File: config.mk
export PLATFORM = sky130hd
export DESIGN_NAME = fwd_hazard_unit_flat
export DESIGN_NICKNAME = d
export VERILOG_FILES = /design/src/rtl/pipe_pkg.sv /design/src/rtl/fwd_hazard_unit_if.sv /design/src/rtl/fwd_sel_one.sv /design/src/rtl/fwd_hazard_unit.sv /design/src/flat_wrapper.sv
export SDC_FILE = /design/constraint.sdc
export NUM_CORES = 1
export LEC_CHECK = 0
export BUFFER_PORTS_ARGS = -buffer_cell sky130_fd_sc_hd__buf_2
export CORE_MARGIN = 8
export CORE_UTILIZATION = 42
export DETAILED_ROUTE_END_ITERATION = 12
export PLACE_DENSITY = 0.71
export SLEW_MARGIN = 20
export SYNTH_ARGS = -nofsm -noshare
export SYNTH_HDL_FRONTEND = slang
export SYNTH_SLANG_ARGS = --single-unit
File: constraint.sdc
create_clock -name clk_i -period 4.5 [get_ports clk_i]
set_input_delay 0 -clock clk_i [delete_from_list [all_inputs] [get_ports clk_i]]
set_output_delay 0 -clock clk_i [all_outputs]
set_load 0.01 [all_outputs]
File: src/rtl/pipe_pkg.sv
// Shared pipeline definitions: forwarding mux encodings, stall FSM state type
// and the priority helper used by the per-operand forwarding compare.
package pipe_pkg;

   localparam int REG_AW_DEF = 5;

   localparam logic [1:0] FWD_RF    = 2'b00;
   localparam logic [1:0] FWD_EXMEM = 2'b01;
   localparam logic [1:0] FWD_MEMWB = 2'b10;

   typedef enum logic [0:0] {
      ST_IDLE  = 1'b0,
      ST_STALL = 1'b1
   } stall_state_t;

   // EX/MEM holds the younger result, so it beats MEM/WB when both match
   function automatic logic [1:0] fwd_pick(input logic ex_hit, input logic wb_hit);
      if (ex_hit) return FWD_EXMEM;
      if (wb_hit) return FWD_MEMWB;
      return FWD_RF;
   endfunction

endpackage

File: src/rtl/fwd_hazard_unit_if.sv
// Pipeline-register side bundle of the forwarding/hazard unit: the pipeline
// (master) drives stage addresses and controls, the unit (slave) answers.
interface fwd_hazard_unit_if
   import pipe_pkg::*;
#(
   parameter int REG_AW  = REG_AW_DEF,
   parameter int NUM_SRC = 2,
   parameter int CNT_W   = 16
);

   logic                      flush_i;
   logic                      id_valid_i;
   logic [NUM_SRC*REG_AW-1:0] id_src_i;
   logic [NUM_SRC-1:0]        id_src_used_i;
   logic [NUM_SRC*REG_AW-1:0] id_ex_src_i;
   logic [REG_AW-1:0]         id_ex_rd_i;
   logic                      id_ex_memread_i;
   logic [REG_AW-1:0]         ex_mem_rd_i;
   logic                      ex_mem_regwrite_i;
   logic [REG_AW-1:0]         mem_wb_rd_i;
   logic                      mem_wb_regwrite_i;

   logic [NUM_SRC*2-1:0]      fwd_sel_o;
   logic                      pc_write_o;
   logic                      if_id_write_o;
   logic                      id_ex_flush_o;
   logic                      stalling_o;
   logic [CNT_W-1:0]          hazard_cnt_o;
   logic [CNT_W-1:0]          stall_cnt_o;

   modport master (
      output flush_i, id_valid_i, id_src_i, id_src_used_i, id_ex_src_i,
             id_ex_rd_i, id_ex_memread_i, ex_mem_rd_i, ex_mem_regwrite_i,
             mem_wb_rd_i, mem_wb_regwrite_i,
      input  fwd_sel_o, pc_write_o, if_id_write_o, id_ex_flush_o,
             stalling_o, hazard_cnt_o, stall_cnt_o
   );

   modport slave (
      input  flush_i, id_valid_i, id_src_i, id_src_used_i, id_ex_src_i,
             id_ex_rd_i, id_ex_memread_i, ex_mem_rd_i, ex_mem_regwrite_i,
             mem_wb_rd_i, mem_wb_regwrite_i,
      output fwd_sel_o, pc_write_o, if_id_write_o, id_ex_flush_o,
             stalling_o, hazard_cnt_o, stall_cnt_o
   );

endinterface

File: src/rtl/fwd_sel_one.sv
// Single-operand forwarding select: compares one EX-stage source against the
// EX/MEM and MEM/WB destinations. Register 0 is hard-wired and never forwarded.
module fwd_sel_one
   import pipe_pkg::*;
#(
   parameter int REG_AW = REG_AW_DEF
) (
   input  logic [REG_AW-1:0] src,
   input  logic [REG_AW-1:0] ex_mem_rd,
   input  logic              ex_mem_regwrite,
   input  logic [REG_AW-1:0] mem_wb_rd,
   input  logic              mem_wb_regwrite,
   output logic [1:0]        sel
);

   logic ex_hit;
   logic wb_hit;

   assign ex_hit = ex_mem_regwrite && (ex_mem_rd != '0) && (ex_mem_rd == src);
   assign wb_hit = mem_wb_regwrite && (mem_wb_rd != '0) && (mem_wb_rd == src);
   assign sel    = fwd_pick(ex_hit, wb_hit);

endmodule

File: src/rtl/fwd_hazard_unit.sv
// EX-stage operand forwarding for NUM_SRC operands plus load-use hazard
// detection with a LOAD_LAT-cycle stall FSM and saturating event counters.
module fwd_hazard_unit
   import pipe_pkg::*;
#(
   parameter int REG_AW   = REG_AW_DEF,
   parameter int NUM_SRC  = 2,
   parameter int LOAD_LAT = 1,
   parameter int CNT_W    = 16
) (
   input  logic              clk_i,
   input  logic              rst_i,
   fwd_hazard_unit_if.slave  bus
);

   localparam int                SCNT_W    = $clog2(LOAD_LAT + 1);
   localparam logic [SCNT_W-1:0] SCNT_INIT = SCNT_W'(LOAD_LAT - 1);
   localparam logic [SCNT_W-1:0] SCNT_ONE  = SCNT_W'(1);

   logic [NUM_SRC-1:0][REG_AW-1:0] ex_src;
   logic [NUM_SRC-1:0][REG_AW-1:0] id_src;
   logic [NUM_SRC-1:0][1:0]        sel_raw;

   stall_state_t      state;
   logic [SCNT_W-1:0] scnt;
   logic [CNT_W-1:0]  hazard_cnt;
   logic [CNT_W-1:0]  stall_cnt;
   logic              src_hit;
   logic              hz;
   logic              stall_act;

   assign ex_src = bus.id_ex_src_i;
   assign id_src = bus.id_src_i;

   // ---------------- forwarding ----------------
   for (genvar k = 0; k < NUM_SRC; k++) begin : g_fwd
      fwd_sel_one #(.REG_AW(REG_AW)) u_sel (
         .src             (ex_src[k]),
         .ex_mem_rd       (bus.ex_mem_rd_i),
         .ex_mem_regwrite (bus.ex_mem_regwrite_i),
         .mem_wb_rd       (bus.mem_wb_rd_i),
         .mem_wb_regwrite (bus.mem_wb_regwrite_i),
         .sel             (sel_raw[k])
      );
   end

   assign bus.fwd_sel_o = rst_i ? sel_raw : '0;

   // ---------------- load-use detect ----------------
   always_comb begin
      src_hit = 1'b0;
      for (int k = 0; k < NUM_SRC; k++) begin
         if (bus.id_src_used_i[k] && (id_src[k] == bus.id_ex_rd_i)) src_hit = 1'b1;
      end
   end

   // a flushed ID slot is being discarded anyway, so it cannot cause a stall
   assign hz = bus.id_valid_i & bus.id_ex_memread_i & (bus.id_ex_rd_i != '0) &
               ~bus.flush_i & src_hit;

   // the first stall cycle is the detect cycle itself, hence the IDLE & hz term
   assign stall_act = rst_i & (((state == ST_IDLE) & hz) | (state == ST_STALL));

   assign bus.pc_write_o    = ~stall_act;
   assign bus.if_id_write_o = ~stall_act;
   assign bus.id_ex_flush_o = rst_i & (stall_act | bus.flush_i);
   assign bus.stalling_o    = stall_act;
   assign bus.hazard_cnt_o  = hazard_cnt;
   assign bus.stall_cnt_o   = stall_cnt;

   // ---------------- stall FSM + statistics ----------------
   always_ff @(posedge clk_i or negedge rst_i) begin
      if (!rst_i) begin
         state      <= ST_IDLE;
         scnt       <= '0;
         hazard_cnt <= '0;
         stall_cnt  <= '0;
      end else begin
         if (stall_act && (stall_cnt != '1)) stall_cnt <= stall_cnt + 1'b1;

         case (state)
            ST_IDLE: begin
               if (hz) begin
                  if (hazard_cnt != '1) hazard_cnt <= hazard_cnt + 1'b1;
                  if (LOAD_LAT > 1) begin
                     state <= ST_STALL;
                     scnt  <= SCNT_INIT;
                  end
               end
            end
            ST_STALL: begin
               if (bus.flush_i || (scnt == SCNT_ONE)) begin
                  state <= ST_IDLE;
                  scnt  <= '0;
               end else begin
                  scnt  <= scnt - 1'b1;
               end
            end
            default: begin
               state <= ST_IDLE;
               scnt  <= '0;
            end
         endcase
      end
   end

endmodule
File: src/flat_wrapper.sv
// flat-port wrapper written by rule: the top's interface ports become plain ports
module fwd_hazard_unit_flat import pipe_pkg::*;
#(
   parameter int REG_AW   = REG_AW_DEF,
   parameter int NUM_SRC  = 2,
   parameter int LOAD_LAT = 1,
   parameter int CNT_W    = 16
)
  (clk_i, rst_i, bus_flush_i, bus_id_valid_i, bus_id_src_i, bus_id_src_used_i, bus_id_ex_src_i, bus_id_ex_rd_i, bus_id_ex_memread_i, bus_ex_mem_rd_i, bus_ex_mem_regwrite_i, bus_mem_wb_rd_i, bus_mem_wb_regwrite_i, bus_fwd_sel_o, bus_pc_write_o, bus_if_id_write_o, bus_id_ex_flush_o, bus_stalling_o, bus_hazard_cnt_o, bus_stall_cnt_o);
  fwd_hazard_unit_if #(.REG_AW(REG_AW), .NUM_SRC(NUM_SRC), .CNT_W(CNT_W)) bus_i ();
  input  logic clk_i;
  input  logic rst_i;
  input wire logic [$bits(bus_i.flush_i)-1:0] bus_flush_i;
  input wire logic [$bits(bus_i.id_valid_i)-1:0] bus_id_valid_i;
  input wire logic [$bits(bus_i.id_src_i)-1:0] bus_id_src_i;
  input wire logic [$bits(bus_i.id_src_used_i)-1:0] bus_id_src_used_i;
  input wire logic [$bits(bus_i.id_ex_src_i)-1:0] bus_id_ex_src_i;
  input wire logic [$bits(bus_i.id_ex_rd_i)-1:0] bus_id_ex_rd_i;
  input wire logic [$bits(bus_i.id_ex_memread_i)-1:0] bus_id_ex_memread_i;
  input wire logic [$bits(bus_i.ex_mem_rd_i)-1:0] bus_ex_mem_rd_i;
  input wire logic [$bits(bus_i.ex_mem_regwrite_i)-1:0] bus_ex_mem_regwrite_i;
  input wire logic [$bits(bus_i.mem_wb_rd_i)-1:0] bus_mem_wb_rd_i;
  input wire logic [$bits(bus_i.mem_wb_regwrite_i)-1:0] bus_mem_wb_regwrite_i;
  output wire logic [$bits(bus_i.fwd_sel_o)-1:0] bus_fwd_sel_o;
  output wire logic [$bits(bus_i.pc_write_o)-1:0] bus_pc_write_o;
  output wire logic [$bits(bus_i.if_id_write_o)-1:0] bus_if_id_write_o;
  output wire logic [$bits(bus_i.id_ex_flush_o)-1:0] bus_id_ex_flush_o;
  output wire logic [$bits(bus_i.stalling_o)-1:0] bus_stalling_o;
  output wire logic [$bits(bus_i.hazard_cnt_o)-1:0] bus_hazard_cnt_o;
  output wire logic [$bits(bus_i.stall_cnt_o)-1:0] bus_stall_cnt_o;
  assign bus_i.flush_i = bus_flush_i;
  assign bus_i.id_valid_i = bus_id_valid_i;
  assign bus_i.id_src_i = bus_id_src_i;
  assign bus_i.id_src_used_i = bus_id_src_used_i;
  assign bus_i.id_ex_src_i = bus_id_ex_src_i;
  assign bus_i.id_ex_rd_i = bus_id_ex_rd_i;
  assign bus_i.id_ex_memread_i = bus_id_ex_memread_i;
  assign bus_i.ex_mem_rd_i = bus_ex_mem_rd_i;
  assign bus_i.ex_mem_regwrite_i = bus_ex_mem_regwrite_i;
  assign bus_i.mem_wb_rd_i = bus_mem_wb_rd_i;
  assign bus_i.mem_wb_regwrite_i = bus_mem_wb_regwrite_i;
  assign bus_fwd_sel_o = bus_i.fwd_sel_o;
  assign bus_pc_write_o = bus_i.pc_write_o;
  assign bus_if_id_write_o = bus_i.if_id_write_o;
  assign bus_id_ex_flush_o = bus_i.id_ex_flush_o;
  assign bus_stalling_o = bus_i.stalling_o;
  assign bus_hazard_cnt_o = bus_i.hazard_cnt_o;
  assign bus_stall_cnt_o = bus_i.stall_cnt_o;
  fwd_hazard_unit #(.REG_AW(REG_AW), .NUM_SRC(NUM_SRC), .LOAD_LAT(LOAD_LAT), .CNT_W(CNT_W)) u_core (.clk_i(clk_i), .rst_i(rst_i), .bus(bus_i));
endmodule
# Yosys cells after proc, flatten, opt, wreduce, memory -nomap -nowiden
# Cells that the tools add are included.
[word_totals]
out_inout_bits = 40
input_bits = 44
word_cells = 61
regBits = 34
[classes]
n_mux = 20
bitwise = 12
n_reduce_logical = 14
add_sub_neg = 3
eq_ne = 8
[ops]
columns = ["operator", "n"]
rows = [
  ["$add A16 B1 Y16 const B", 2],
  ["$ne A16 B16 Y1 const B", 2],
  ["$eq A5 B5 Y1", 6],
  ["$mux W2", 8],
  ["$reduce_bool A5 Y1", 3],
  ["$mux W1", 11],
  ["$logic_and A1 B1 Y1", 9],
  ["$and A1 B1 Y1", 7],
  ["$mux W4", 1],
  ["$not A1 Y1", 3],
  ["$reduce_and A3 Y1", 1],
  ["$or A1 B1 Y1", 2],
  ["$logic_or A1 B1 Y1", 1],
  ["$sub A1 B1 Y1 const B", 1],
]

# Depth between registers and ports, before layout
[depth]
word_depth = 10
mapped_depth = 8

# By module
# From an unflattened synthesis, not the netlist that was laid out.
[unflattened]
hier_cells = 215
hier_area_um2 = 2110.8
[modules_own_cells]
columns = ["module", "seq_area_each_um2", "area_per_inst_um2", "instances", "cells_per_inst"]
rows = [
  ["fwd_hazard_unit", 850.8, 1793.0, 1, 173],
  ["fwd_sel_one", 0.0, 158.9, 2, 21],
]

# Worst setup path before layout
# No wires, ideal clock.
[synth_path]
kind = "register to register"
startpoint = "reg u_core.hazard_cnt[0] (netlist: u_core.bus.hazard_cnt_o[0])"
endpoint = "reg u_core.hazard_cnt[4] (netlist: u_core.bus.hazard_cnt_o[4])"
period_less_slack_ns = 1.896
t_arrival_ns = 1.771
stages_incl_launch_ff = 8
slack_ns = 2.604
setup_time_ns = 0.126
n_path_buf = 1
required_ns = 4.374
path_cell_list = "dfrtp_1 ha_1 and3_4 a41o_1 nor3_4 buf_6 nand4_1 xnor2_1"
[synth_between]
elab_chain_cells = 2
word_cells_on_any_way = 3
classes_between = "add/sub: 1; eq/ne: 1; reduce/logical: 1"
[synth_lines]
columns = ["element", "line_no", "rtl"]
rows = [
  ["start, declared", "fwd_hazard_unit.sv:26", "logic [CNT_W-1:0] hazard_cnt;"],
  ["start signal, assigned", "fwd_hazard_unit.sv:84", "if (hazard_cnt != '1) hazard_cnt <= hazard_cnt + 1'b1;"],
  ["parallel branches: the longest is 2 deep, another holds $add A16 B1 Y16", "-", ""],
]
# Parallel ways; which one is timed is not known.
# A chain may end at the register's enable or synchronous reset.

# Worst setup path after layout
[layout_path]
startpoint = "in rst_i"
endpoint = "out bus_fwd_sel_o[3]"
[layout_between]
elab_chain_cells = 1
[layout_lines]
columns = ["element", "line_no", "rtl"]
rows = [
  ["start, declared", "flat_wrapper.sv:12", "input logic rst_i;"],
  ["$mux W4", "fwd_hazard_unit.sv:47", "assign bus.fwd_sel_o = rst_i ? sel_raw : '0;"],
  ["end, declared", "flat_wrapper.sv:24", "output wire logic [$bits(bus_i.fwd_sel_o)-1:0] bus_fwd_sel_o;"],
]
# Every way passes these cells.

==> results.toml <==
[critical_path]
r2r_end = "u_core.bus.hazard_cnt_o[1]$_DFFE_PN0P_"
worstSetupPathType = "primary input to output port"
crit_fanout = 44
cp-start-kind = "primary input"
cp_data_required_time_ns = 4.50
rrSetupSlack_ns = 2.39
crit_path_end_kind = "output port"
rr_worst_depth = 5
critical_path_arrival_ns = 2.45
r2r_start = "u_core.bus.hazard_cnt_o[0]$_DFFE_PN0P_"

[layout]
post-route-util_pct = 55.0
drive_gt1_share_pct = 34.4
filler_cell_count = 429
diodes = 0
synthToLayoutAreaGrowth_pct = 27.6
design_area_um2 = 2560
nNetsFinal = 331

[sta]
tightestPinTransition_ns = 0.892
rsz0062_at_grt = "false"
setup_tns_ns = 0
final_max_slew_viol_count = 0
max_slew_margin_pct = 40.5
fmax_ghz = 0.408
final-hold-violation-count = 0
finalCritPeriodShare_pct = 54.5
fin_crit_ns = 2.45
skew_ns = 0.00562
setup_viol = 0

[grt]
grt_pass1_vias = 1887
antenna_found_initial = 0
grt_pass1_wl_um = 8420
grt_max_degree = 45
grt_remaining_overflow = 0
grt_usage_pct = 14.2

[die]
start_util_pct = 43.1
io_pins = 84
die_w_um = 85.1
dieHeight_um = 85.1
dieArea_um2 = 7250
coreArea_um2 = 4660
fp-row-count = 25

[power_and_ir_drop]
leakage_nw = 1.32
ir_worst_vdd_mv = 0.141
powerDensity_nw_per_um2 = 240

[drt]
dr.pass1.iters = 4
num_vias = 1755
finalWirelength_um = 4990
drc_errors = 0
routedWlPerCell_um = 14.7
vias_per_cell = 5.18
ant_nets = 0
drtIter0Drc = 66

[yosys]
synth_area_per_cell_um2 = 10.2
syn_inst = 197
synth-async-reset-ratio_pct = 100
synth_edf_count = 0
yosysUniqueCellTypes = 35
synth_seq_cells = 34
synth.yosys.seq_area_share_pct = 42.4
synth_nets = 243
ys.flop_type = "dfrtp_1"
netlist_area_um2 = 2010
synth_warnings = 0

[clocking]
clock_sinks = 34
cts_inserted_buffers = 5
clk_path_buf_depth = 2
h-tree-depth = 2
clk_pin_slew_ns = 0.07
cts_tree = "done"
clock-root-buffer = "clkbuf_8"
worstSkewPairLatency_ns = 0.28

[placement]
port_buffers = 83
dpl_cell_area_um2 = 2460
globalplace.congestion = 0.874
dp_hpwl_um = 3950

[min_path]
hold_end = "u_core.bus.stall_cnt_o[2]$_DFFE_PN0P_"
hold_depth = 5
hold_path.class = "primary input to flip-flop"
hold_start = "bus_id_src_used_i[1]"

[job]
cap_violations = 0

[outcome]
status = "finished, final reports clean"
-- per-layer routing --
layer  share of wire [%]  up-vias  GRT usage [%]
met2                  53       39           26.2
met4                0.52        0           2.43
met5                   0        -              0
met1                  41      839           15.3
met3                 5.1        5           4.92
li1                    -      872              -
-- kinds of logic (layout without fill, tap and decap cells) --
group / count (synthesis) / count (layout) / synth area share [%]
AO/OA/AOI/OAI: 10 / 10 / 3.99
adder cells (fa/ha/maj): 2 / 2 / 1.25
flip-flops: 34 / 34 / 42.4
XOR/XNOR: 59 / 59 / 25.7
multiplexers: 3 / 3 / 1.68
buffers and inverters: 8 / 96 / 2.12
AND/OR/NAND/NOR: 81 / 81 / 22.8
-- Yosys cell counts (2+ instances only) --
library cell   n  area, um^2
nand4_1       12        75.1
ha_1           2        25.0
xnor2_1       36         315
inv_1          4        15.0
or4_1          4        30.0
and4_1         3        26.3
nor2_1         8        30.0
nor3_1         7        35.0
nand3_1       17        85.1
nand2_1       11        41.3
nor4_1         4        25.0
xor2_1        23         201
mux2_2         3        33.8
and2_1         2        12.5
and3_1         8        50.1
dfrtp_1       34         851
-- power breakdown --
group          total [W]  internal (W)  switching [W]
Clock           0.000210      0.000104       0.000106
Sequential      0.000320      0.000312     0.00000795
Combinational  0.0000844     0.0000414      0.0000431
-- area by class of cell --
type                    count  area, um^2  area share [%]
inverters                   4        15.0           0.586
multi-input cells         155        1110            43.5
flip-flops and latches     34         851            33.2
well taps                  54        67.6            2.64
clock inverters             2        10.0           0.391
repair buffers             85         435            17.0
clock buffers               5        68.8            2.69
-- timing repair --
item	4_1_cts	5_1_grt
gates resized for setup	0	0
setup buffers	0	0
hold endpoints to repair	35	0
hold buffers	2	0
-- sequential cells by signal, summed over array words and instances (netlist names) --
register	flops
u_core.state	1
u_core.bus.hazard_cnt_o	16
u_core.bus.stall_cnt_o	16
u_core.scnt	1
-- per-stage QoR --
stage	instances	setup WS, ns	hold WS [ns]	power, W
floorplan	197	2.60	-0.296	0.000362
global placement	330	2.45	0.172	0.000407
detailed placement	330	2.40	0.181	0.000410
CTS	339	2.01	0.253	0.000622
global route	339	1.88	0.272	0.000648
finish	339	2.05	0.247	0.000614
-- worst max path at each step --
stage / startpoint / endpoint / cells past startpoint
after global routing: rst_i / bus_fwd_sel_o[3] / 6
after detailed placement: u_core.bus.hazard_cnt_o[0]$_DFFE_PN0P_ / u_core.bus.hazard_cnt_o[1]$_DFFE_PN0P_ / 5
after CTS: rst_i / bus_fwd_sel_o[3] / 6
final: rst_i / bus_fwd_sel_o[3] / 6
after floorplan: u_core.bus.hazard_cnt_o[0]$_DFFE_PN0P_ / u_core.bus.hazard_cnt_o[4]$_DFFE_PN0P_ / 7
after global placement: u_core.bus.hazard_cnt_o[0]$_DFFE_PN0P_ / u_core.bus.hazard_cnt_o[1]$_DFFE_PN0P_ / 5
-- critical path, stage by stage --
cell	delay, ns
dlygate4sd3_1	0.52
buf_2	0.70
o211ai_1	0.21
or4_1	0.58
nor4_1	0.23
buf_2	0.19
-- layout by cell type, fill, tap and decap left out, types with 2 or more instances in the layout --
cell type	Yosys	final
mux2_2	3	3
nand3_1	17	17
nor2_1	8	8
and2_1	2	2
nand4_1	12	12
xnor2_1	36	36
ha_1	2	2
nor3_1	7	7
buf_2	1	83
nand2_1	11	11
xor2_1	23	23
dfrtp_1	34	34
nor4_1	4	4
clkinv_2	0	2
and3_1	8	8
or4_1	4	4
clkbuf_8	0	5
dlygate4sd3_1	0	2
inv_1	4	4
and4_1	3	3
Note: power is estimated with default switching activity, not from simulation.
